<file path="src/rtl/led_avg_pkg.sv">
// Shared types and helpers for the multi-channel LED magnitude averager.
// Optional peak-hold feature is selected with the LED_AVG_PEAK_HOLD_EN macro.
package led_avg_pkg;

  typedef enum logic {
    StIdle,
    StAccum
  } state_e;

  // Accumulator width that holds a full window of saturated magnitudes without overflow.
  function automatic int unsigned acc_width(input int unsigned smpl_w, input int unsigned win_log2);
    return smpl_w - 1 + win_log2;
  endfunction

  // |x| of a sign-extended w-bit sample; the most negative code saturates to 2**(w-1)-1.
  function automatic logic [31:0] mag_sat(input logic signed [31:0] x, input int unsigned w);
    logic [31:0] lim;
    logic [31:0] m;
    lim = (32'd1 << (w - 1)) - 32'd1;
    m   = (x < 32'sd0) ? 32'(-x) : 32'(x);
    return (m > lim) ? lim : m;
  endfunction

endpackage

</file>
<file path="src/rtl/led_avg_ch.sv">
// One channel: magnitude accumulator, window-mean register and optional peak tracker.
// Peak tracking is built only when LED_AVG_PEAK_HOLD_EN is defined; otherwise pk is 0.
module led_avg_ch
  import led_avg_pkg::*;
#(
  parameter int unsigned SMPL_W   = 16,
  parameter int unsigned WIN_LOG2 = 10
) (
  input  logic                     clk,
  input  logic                     rst,
  input  logic                     clr,
  input  logic                     add,
  input  logic                     close,
  input  logic signed [SMPL_W-1:0] smpl,
  output logic        [SMPL_W-1:0] avg,
  output logic        [SMPL_W-1:0] pk
);

  localparam int unsigned ACC_W = acc_width(SMPL_W, WIN_LOG2);

  logic [31:0]       mag32;
  logic [SMPL_W-1:0] mag;
  logic [ACC_W-1:0]  accum;
  logic [ACC_W-1:0]  sum;
  logic              unused_mag;

  assign mag32      = mag_sat(32'(smpl), SMPL_W);
  assign mag        = mag32[SMPL_W-1:0];
  assign unused_mag = ^mag32;
  assign sum        = accum + ACC_W'(mag);

  // The closing sample is folded into the mean directly, so windows run back-to-back.
  always_ff @(posedge clk) begin
    if (rst) begin
      accum <= '0;
      avg   <= '0;
    end else if (clr) begin
      accum <= '0;
    end else if (add) begin
      if (close) begin
        avg   <= SMPL_W'(sum >> WIN_LOG2);
        accum <= '0;
      end else begin
        accum <= sum;
      end
    end
  end

`ifdef LED_AVG_PEAK_HOLD_EN
  logic [SMPL_W-1:0] peak;
  logic [SMPL_W-1:0] peak_nxt;

  assign peak_nxt = (mag > peak) ? mag : peak;

  always_ff @(posedge clk) begin
    if (rst) begin
      peak <= '0;
      pk   <= '0;
    end else if (clr) begin
      peak <= '0;
    end else if (add) begin
      if (close) begin
        pk   <= peak_nxt;
        peak <= '0;
      end else begin
        peak <= peak_nxt;
      end
    end
  end
`else
  assign pk = '0;
`endif

endmodule

</file>
<file path="src/rtl/led_avg_multi.sv">
// Multi-channel windowed |sample| averager for the LED level display.
// Define LED_AVG_PEAK_HOLD_EN to also publish the per-window peak magnitude on pk_out.
module led_avg_multi
  import led_avg_pkg::*;
#(
  parameter int unsigned NUM_CH   = 2,
  parameter int unsigned SMPL_W   = 16,
  parameter int unsigned WIN_LOG2 = 10
) (
  input  logic                     clk,
  input  logic                     rst,
  input  logic                     sequencing,
  input  logic                     smpl_vld,
  input  logic [NUM_CH*SMPL_W-1:0] smpl_in,
  output logic [NUM_CH*SMPL_W-1:0] avg_out,
  output logic                     avg_vld,
  output logic [NUM_CH*SMPL_W-1:0] pk_out
);

  localparam logic [WIN_LOG2-1:0] CNT_MAX = '1;

  state_e              state;
  logic [WIN_LOG2-1:0] cnt;
  logic                clr;
  logic                add;
  logic                close;

  // Dropping sequencing overrides everything else, including a closing sample.
  assign clr   = ~sequencing;
  assign add   = sequencing & smpl_vld;
  assign close = add && (state == StAccum) && (cnt == CNT_MAX);

  always_ff @(posedge clk) begin
    if (rst) begin
      state   <= StIdle;
      cnt     <= '0;
      avg_vld <= 1'b0;
    end else begin
      avg_vld <= 1'b0;
      case (state)
        StIdle: begin
          if (sequencing) begin
            state <= StAccum;
            if (smpl_vld) cnt <= cnt + 1'b1;
          end
        end
        StAccum: begin
          if (!sequencing) begin
            state <= StIdle;
            cnt   <= '0;
          end else if (smpl_vld) begin
            cnt     <= cnt + 1'b1;
            avg_vld <= (cnt == CNT_MAX);
          end
        end
        default: begin
          state <= StIdle;
          cnt   <= '0;
        end
      endcase
    end
  end

  for (genvar c = 0; c < NUM_CH; c++) begin : g_ch
    led_avg_ch #(
      .SMPL_W  (SMPL_W),
      .WIN_LOG2(WIN_LOG2)
    ) u_ch (
      .clk  (clk),
      .rst  (rst),
      .clr  (clr),
      .add  (add),
      .close(close),
      .smpl (smpl_in[c*SMPL_W +: SMPL_W]),
      .avg  (avg_out[c*SMPL_W +: SMPL_W]),
      .pk   (pk_out[c*SMPL_W +: SMPL_W])
    );
  end

endmodule
</file>
<file path="config.mk">
export PLATFORM = sky130hd
export DESIGN_NAME = led_avg_multi
export DESIGN_NICKNAME = d
export VERILOG_FILES = /design/src/rtl/led_avg_pkg.sv /design/src/rtl/led_avg_ch.sv /design/src/rtl/led_avg_multi.sv
export SDC_FILE = /design/constraint.sdc
export NUM_CORES = 1
export LEC_CHECK = 0
export CAP_MARGIN = 20
export CORE_MARGIN = 2
export CORE_UTILIZATION = 45
export DETAILED_ROUTE_END_ITERATION = 16
export PLACE_DENSITY = 0.77
export SETUP_SLACK_MARGIN = 0.15
export SLEW_MARGIN = 10
export SYNTH_ARGS = -nofsm -noshare
export SYNTH_HDL_FRONTEND = slang
export SYNTH_SLANG_ARGS = --single-unit
</file>
<file path="constraint.sdc">
create_clock -name clk -period 9.1 [get_ports clk]
set_input_delay 1.82 -clock clk [delete_from_list [all_inputs] [get_ports clk]]
set_output_delay 1.82 -clock clk [all_outputs]
set_load 0.05 [all_outputs]
</file>
Yosys cells after proc, flatten, opt, wreduce, memory -nomap -nowiden
Index checks and enable logic that the tools add are counted.

storage, ports and cells
  bits in registers = 92
  memory bits (read-only) = 0
  memories kept = 0
  bits in latches = 0
  output and inout bits = 65
  word-level logic and storage cells = 38
  bits of input ports = 36
  RAM bits = 0

cells by class
  $add $sub $neg = 5
  shift operators = 0
  order comparisons = 4
  divide/modulo/power cells = 0
  bitwise operators = 4
  $mul = 0
  eq/ne operators = 2
  reductions and logical operators = 5
  mux-type cells = 11

operators by type and width
  operator                                                                            number
  32-bit by 15-bit greater-than comparator with 1-bit output (second input constant)  2
  32-bit 2-to-1 mux                                                                   2
  16-bit negation with 32-bit output                                                  2
  25-bit by 16-bit adder with 25-bit output                                           2
  25-bit 2-to-1 mux                                                                   2
  16-bit by 1-bit less-than comparator with 1-bit output (second input constant)      2
  16-bit 2-to-1 mux                                                                   2
  10-bit 2-to-1 mux                                                                   3
  10-bit one-hot mux with 2 select lines                                              1
  10-bit by 1-bit adder with 10-bit output (second input constant)                    1
  10-bit == test (second input constant)                                              1
  4-bit OR reduction                                                                  1
  1-bit inverter                                                                      3
  3-bit AND reduction                                                                 1
  1-bit logical AND                                                                   2
  2-bit inequality test (second input constant)                                       1
  2-bit OR reduction                                                                  1
  1-bit AND                                                                           1
  1-bit 2-to-1 mux                                                                    1

Logic depth before layout (Yosys ltp)
Gate-level depths: netlist of the first run.

  depth after elaboration = 6
  depth in mapped cells = 17

Cells and area by module
A second synthesis of the first run with hierarchy kept.

unflattened totals
  cells, all modules = 885
  area total of the unflattened synthesis = 6,917.9 um2

by module, submodules not included
  module                     instances  area each (um2)  cells an instance  sequential area each (um2)
  led_avg_ch (g_ch[1].u_ch)  1          3,208.1          417                800.8
  led_avg_ch (g_ch[0].u_ch)  1          3,149.3          403                800.8
  led_avg_multi              1          560.5            65                 240.2

Worst setup path before layout of the first run
No wires, ideal clock.

  path type = in2reg
  from = input port smpl_in[21]
  to = register g_ch[1].u_ch.avg[10]
  stages = 15
  data arrival time = 5.138 ns
  setup slack = 3.830 ns
  cell sequence = or4_4 > or4_4 > or3_4 > nor2_4 > nand2_1 > a21oi_1 > a31oi_1 > ha_1 > clkbuf_1 > and3_1 > nand4_1 > a31oi_1 > and3_1 > xnor2_1 > a21oi_1

on the way
  cells in the longest elaborated chain, start to end = 5
  elaborated cells between the ends (all ways) = 6

ends and longest elaborated chain
  item                                                                                                                 RTL line             text
  from (decl)                                                                                                          led_avg_multi.sv:14  input logic [NUM_CH*SMPL_W-1:0] smpl_in,
  16-bit negation with 32-bit output / 16-bit by 1-bit less-than comparator with 1-bit output (equally long branches)  led_avg_pkg.sv:20    m = (x < 32'sd0) ? 32'(-x) : 32'(x);
  32-bit 2-to-1 mux (*)                                                                                                led_avg_pkg.sv:20
  32-bit by 15-bit greater-than comparator with 1-bit output                                                           led_avg_pkg.sv:21    return (m > lim) ? lim : m;
  16-bit 2-to-1 mux (*)                                                                                                led_avg_pkg.sv:21
  25-bit by 16-bit adder with 25-bit output (*)                                                                        led_avg_ch.sv:30     assign sum = accum + ACC_W'(mag);
  to (signal assigned)                                                                                                 led_avg_ch.sv:41     avg <= SMPL_W'(sum >> WIN_LOG2);
  to (decl)                                                                                                            led_avg_ch.sv:15     output logic [SMPL_W-1:0] avg,

Every way passes the cells marked *; elsewhere a longest branch is shown, timed or not.
A chain may end at the register's enable or synchronous reset.

Final worst setup path of the first run
Same ends and word-level chain as after synthesis.

==> results.cfg, run 1 <==
[cts]
clk_pin_slew_ns = 0.07
cts.repair.resized = 0
cts_buffers = 9
root_buffer = clkbuf_16
clock_latency_ns = 0.35
cts_tree = done
hold_buffers = 0
clock_tree.buffer_depth = 2
cts.sinks = 92
cts_setup_buffers = 0
htree_levels = 3

[yosys]
ys.flop_type = dfxtp_1
netlist_area_um2 = 6440
yosysUniqueCellTypes = 69
syn-instance-count = 831
synthDominantCellAreaShare = 0.286
ys_seq_elements = 92
synth_edf_count = 0
syn_area_per_cell_um2 = 7.75
async_flop_share = 0
seq_area_frac_synth = 0.286
yosys_warnings = 0
yosys.area.top_type = dfxtp_1
synthTopCellsByArea = dfxtp_1 (29%), ha_1 (7.6%), nand2_1 (6.0%)

[timing]
setup_tns_ns = 0
skew_ns = 0.00741
final_hold_viol_count = 0
maxSlewViolCount = 0
fmax_mhz = 168
finalSetupViolations = 0
min_period_ns = 5.96
tightest_slew_ns = 1.03
period_share = 0.655
rsz0062_at_grt = no
relSlewSlack = 0.311

[finish]
finalInstanceArea_um2 = 7410
antenna_cells = 0
drive_gt1_frac = 0.0480
multiInputGateArea_um2 = 4260
final_nets = 948
areaGrowthSynthToFinish_pct = 15.1
fill_cells = 1329
seqCellArea_um2 = 1840

[critical_path]
start_kind = input port
cp-end-kind = flop
path_max_fanout = 13
arrival_ns = 6.18
required_ns = 9.32
crit_type = input port to flop

[status]
status = finished, final reports clean

[global_route]
grt_pass1_vias = 5457
antenna_found_initial = 0
grt_pass1_wl_mm = 25.8
gr-usage-all-layers = 0.211
grt_overflow_total = 0
grt_max_degree = 35

[die]
die_h_um = 124
dieArea_um2 = 15300
ios = 101
die_w_um = 124
initial_core_util = 0.462
rows = 43
core_area_um2 = 13900

[routing]
wl_mm = 15.9
viasPerCell = 5.69
drtAntennaViolNets = 0
drtPass1Iterations = 6
remaining_drc_errors = 0
routed_wire_length_per_instance_um = 15.0
dr.first_iter.drc_count = 464
vias = 6003

[flow_run]
max_cap_viol_count = 0

[power]
power.leakage_nw = 2.88
irDropWorstVdd_v = 0.000101
p_per_area_nw_per_um2 = 138

[placed_design]
gp_congestion = 0.921
portBuffers = 66
dp_hpwl_mm = 11.4
placed_area_um2 = 7090

[worst_hold_path]
hold_path_class = flop to flop
[state kept, by name (all words and copies together), names as in the netlist]
| signal | count |
|---|---|
| g_ch.u_ch.avg | 30 |
| cnt | 10 |
| avg_vld | 1 |
| state | 1 |
| g_ch.u_ch.accum | 50 |
[worst max-delay path, cell delays in order]
cell             delay (ns)
clkdlybuf4s50_1        0.47
or4_4                  0.58
or4_4                  0.44
or3_4                  0.36
nor2_4                 0.13
nand3_4                0.17
nand2_1                0.14
ha_1                   0.19
fa_1                   0.22
a21oi_1                0.09
o211ai_1               0.34
nand4_1                0.20
a31oi_1                0.49
and3_1                 0.29
xnor2_1                0.14
a21oi_1                0.08
[synth_stat cells (12+ instances only)]
library cell  instances
a31oi_1              23
a21oi_1              73
o211ai_1             12
xor2_1               38
a22oi_1              19
a21o_1               15
nor2_1               50
clkbuf_1             38
o21ai_1              37
nand4_1              17
inv_1                16
nand2_1             103
ha_1                 39
dfxtp_1              92
buf_4                34
nor3_1               17
xnor2_1              20
nand3_1              34
[path summary, 6_finish.rpt]
kind,startpoint,end,slack [ns],cells past startpoint
max reg2reg,cnt[0]$_SDFFE_PP0P_,g_ch[0].u_ch.accum[23]$_SDFFE_PP0P_,5.48,8
min reg2reg,g_ch[0].u_ch.avg[8]$_SDFFE_PP0P_,g_ch[0].u_ch.avg[8]$_SDFFE_PP0P_,0.45,2
min,g_ch[0].u_ch.avg[8]$_SDFFE_PP0P_,g_ch[0].u_ch.avg[8]$_SDFFE_PP0P_,0.45,2
max,smpl_in[21],g_ch[1].u_ch.avg[10]$_SDFFE_PP0P_,3.14,16
[cell families (layout without fill, tap and decap cells)]
group           count (synthesis)  in the layout  synth area share
flops                          92             92             0.286
mux                             2              2           0.00330
compound gates                246            246             0.242
xor+xnor                       58             58            0.0789
other cells                     1             36          0.000583
buf+inv                        96            105            0.0772
simple gates                  295            295             0.230
fa+ha+maj                      41             41            0.0820
[layout by cell type (no fill, tap or decap), drive strengths merged, types with 3 or more instances in the layout]
cell type	instances
nand2	107
ha	39
and4	5
nor2b	4
and2	6
clkdlybuf4s50	66
a21o	15
a22oi	19
xor2	38
nand3	36
or4	10
a31oi	23
nand4	17
o21bai	5
dfxtp	92
o21a	8
nand2b	6
a22o	10
and3	6
o31ai	8
conb	36
clkbuf	10
nor4	4
o211ai	12
a21oi	73
or3	11
o21ai	47
a211oi	6
buf	4
nor3	18
inv	21
xnor2	20
a21boi	3
or2	7
nor2	51
[layout make-up]
cell class,count,area share
Multi-Input combinational cell,678,0.575
Inverter,20,0.0101
Clock buffer,10,0.0309
Tap cell,180,0.0304
Timing Repair Buffer,70,0.0932
Clock inverter,5,0.0115
Sequential cell,92,0.249
[metal layers]
metal / wire (um) / track usage
met1: 7250 / 0.283
met2: 7480 / 0.350
met5: 0 / 0
met4: 279 / 0.0653
met3: 861 / 0.0307
[stage by stage]
step | std cells | worst slack, ns | hold WS, ns | total power [mW] | utilization
after floorplan | 866 | 3.83 | 0.430 | 0.583 | -
after global placement | 1040 | 2.94 | 0.438 | 0.619 | 0.509
after detailed placement | 1040 | 2.82 | 0.446 | 0.621 | 0.509
after CTS | 1055 | 3.16 | 0.455 | 1.03 | 0.532
after global routing | 1055 | 2.73 | 0.478 | 1.06 | 0.532
final | 1055 | 3.14 | 0.452 | 1.02 | 0.532
[report_power, final]
part | total [mW] | internal, mW | switching (mW)
Sequential | 0.414 | 0.408 | 0.00572
Clock | 0.408 | 0.242 | 0.166
Combinational | 0.201 | 0.0680 | 0.133
Total | 1.02 | 0.718 | 0.304
(Power assumes the default switching activity.)
==> inputs of run 2 (changes only) <==
--- a/config.mk
+++ b/config.mk
@@ -9,7 +9,7 @@
 export CORE_MARGIN = 2
 export CORE_UTILIZATION = 45
 export DETAILED_ROUTE_END_ITERATION = 16
-export PLACE_DENSITY = 0.77
+export PLACE_DENSITY = 0.79
 export SETUP_SLACK_MARGIN = 0.15
 export SLEW_MARGIN = 10
 export SYNTH_ARGS = -nofsm -noshare
==> constraint.sdc (replaced) <==
create_clock -name clk -period 5.4 [get_ports clk]
set_input_delay 1.08 -clock clk [delete_from_list [all_inputs] [get_ports clk]]
set_output_delay 1.08 -clock clk [all_outputs]
set_load 0.05 [all_outputs]
==> run 2 against run 1 <==
  * Core utilization grew 0.40 points
  * Wire length is 2.7% lower
  * Sequential cell count stayed put
  * Count of clock-buffer cells in the layout is 3 higher
  * Total power is 64% higher
  * Hold slack barely moved
  * Sequential share of layout area shrank 0.18 points
  * Via count decreased by 0.23%
==> results.cfg, run 2 (same netlist as run 1, synthesis figures left out) <==
[global_route]
grt_use_met1 = 0.278
grt_max_degree = 34
grt-busiest-layer = met2
grt_use_met2 = 0.346
antenna_found_initial = 0
grt_pass1_wl_mm = 25.6
gr-usage-all-layers = 0.209
met3_usage = 0.0339
grt_overflow_total = 0
grt_pass1_vias = 5446

[routing]
remaining_drc_errors = 0
dr.first_iter.drc_count = 358
drtPass1Iterations = 4
viasPerCell = 5.61
vias = 5989
wl_mm = 15.4
routed_wire_length_per_instance_um = 14.5
drtAntennaViolNets = 0

[timing]
min_period_ns = 4.98
tightest_slew_ns = 0.915
skew_ns = 0.00940
final_hold_viol_count = 0
relSlewSlack = 0.389
maxSlewViolCount = 0
setup_tns_ns = 0
period_share = 0.922
finalSetupViolations = 0
rsz0062_at_grt = no
fmax_mhz = 201

[critical_path]
critPathMaxStageDelay_ns = 0.56
crit_chain = clkdlybuf4s50_1 -> or4_4 -> or4_4 -> or3_4 -> nor2_4 -> nand3_4 -> nand2_1 -> ha_1 -> fa_1 -> a21oi_1 -> o211ai_1 -> nand4_1 -> a31oi_1 -> and3_1 -> xnor2_1 -> a21oi_1
required_ns = 5.60
path_max_fanout = 13
start_kind = input port
rrSetupSlack_ns = 2.45
arrival_ns = 5.18
critPathSlowestCell = or4_4
cp-end-kind = flop
crit_type = input port to flop

[cts]
clock_latency_ns = 0.36
cts_buffers = 9
hold_buffers = 0
htree_levels = 3
root_buffer = clkbuf_16
cts.sinks = 92
clk_pin_slew_ns = 0.07
cts.repair.resized = 0
clock_tree.buffer_depth = 2
cts_tree = done
cts_setup_buffers = 0

[die]
initial_core_util = 0.462
rows = 43
die_h_um = 124
die_w_um = 124
ios = 101
dieArea_um2 = 15300
core_area_um2 = 13900

[finish]
top_register = g_ch.u_ch.accum
areaGrowthSynthToFinish_pct = 15.9
fill_cells = 1285
final_nets = 959
layout_common_cells = nand2_1 (103), dfxtp_1 (92), a21oi_1 (73)
largest_reg_flops = 50
final_util = 0.536
drive_gt1_frac = 0.0586
layout_commonest_cell = nand2_1
antenna_cells = 0
top_regs = g_ch.u_ch.accum (50), g_ch.u_ch.avg (30), cnt (10)

[power]
irDropWorstVdd_v = 0.000123
p_per_area_nw_per_um2 = 225
power.leakage_nw = 2.93
total_power_mw = 1.68

[placed_design]
dp_hpwl_mm = 11.3
portBuffers = 66
gp_congestion = 0.928

[worst_hold_path]
hold_path_class = flop to flop

[status]
status = finished, final reports clean

[flow_run]
max_cap_viol_count = 0
[run 2: changes by cell type in the layout (fill, tap and decap cells not counted)]
cell	delta
buf_4	+11
clkinvlp_4	+1
nor3_4	-1
bufinv_16	-2
clkbuf_8	+3
nor2_1	+2
clkinv_2	-1
nor2_2	-2
nor3_2	+1
[run 2: critical path, delay by kind of cell]
kind	cells	cell delay (ns)
AOI/OAI and AO/OA	4	0.82
xor gates and xnor gates	1	0.13
adders and majority gates	2	0.41
buffers and inverters	1	0.46
and+or+nand+nor	8	2.29
[run 2: routing by layer]
metal  wire [um]  vias to the layer above
met1        7120                     2783
met4         229                        0
met3         702                       22
li1            -                     3047
met2        7400                      137
met5           0                        -
[run 2: path summary, 6_finish.rpt]
path | to | startpoint | depth (start not counted)
max reg2reg | g_ch[0].u_ch.accum[23]$_SDFFE_PP0P_ | cnt[0]$_SDFFE_PP0P_ | 9
min reg2reg | g_ch[0].u_ch.avg[8]$_SDFFE_PP0P_ | g_ch[0].u_ch.avg[8]$_SDFFE_PP0P_ | 2
min | g_ch[0].u_ch.avg[8]$_SDFFE_PP0P_ | g_ch[0].u_ch.avg[8]$_SDFFE_PP0P_ | 2
max | g_ch[1].u_ch.avg[10]$_SDFFE_PP0P_ | smpl_in[22] | 16
[run 2: through the flow]
| step | std cells | hold WS [ns] | setup slack, ns | cell area [um^2] |
|---|---|---|---|---|
| detailed placement | 1051 | 0.444 | 0.0826 | 7160 |
| finish | 1067 | 0.453 | 0.420 | 7460 |
| floorplan | 866 | 0.430 | 0.870 | 6570 |
| CTS | 1067 | 0.454 | 0.432 | 7460 |
| global route | 1067 | 0.474 | 0.161 | 7460 |
| global placement | 1051 | 0.439 | 0.169 | 7160 |
[run 2: power by group]
part	switching [mW]	leakage [nW]	internal, mW
clock network	0.283	0.144	0.355
registers	0.00934	0.743	0.688
logic	0.223	2.04	0.118
[run 2: cell type report]
cell class / instances / area, um^2 / area share
tap: 180 / 225 / 0.0302
sequential: 92 / 1840 / 0.247
clock buffer: 13 / 270 / 0.0362
clock inverter: 3 / 27.5 / 0.00369
inverter: 20 / 75.1 / 0.0101
timing repair buffer: 81 / 773 / 0.104
multi-input combinational: 678 / 4250 / 0.569
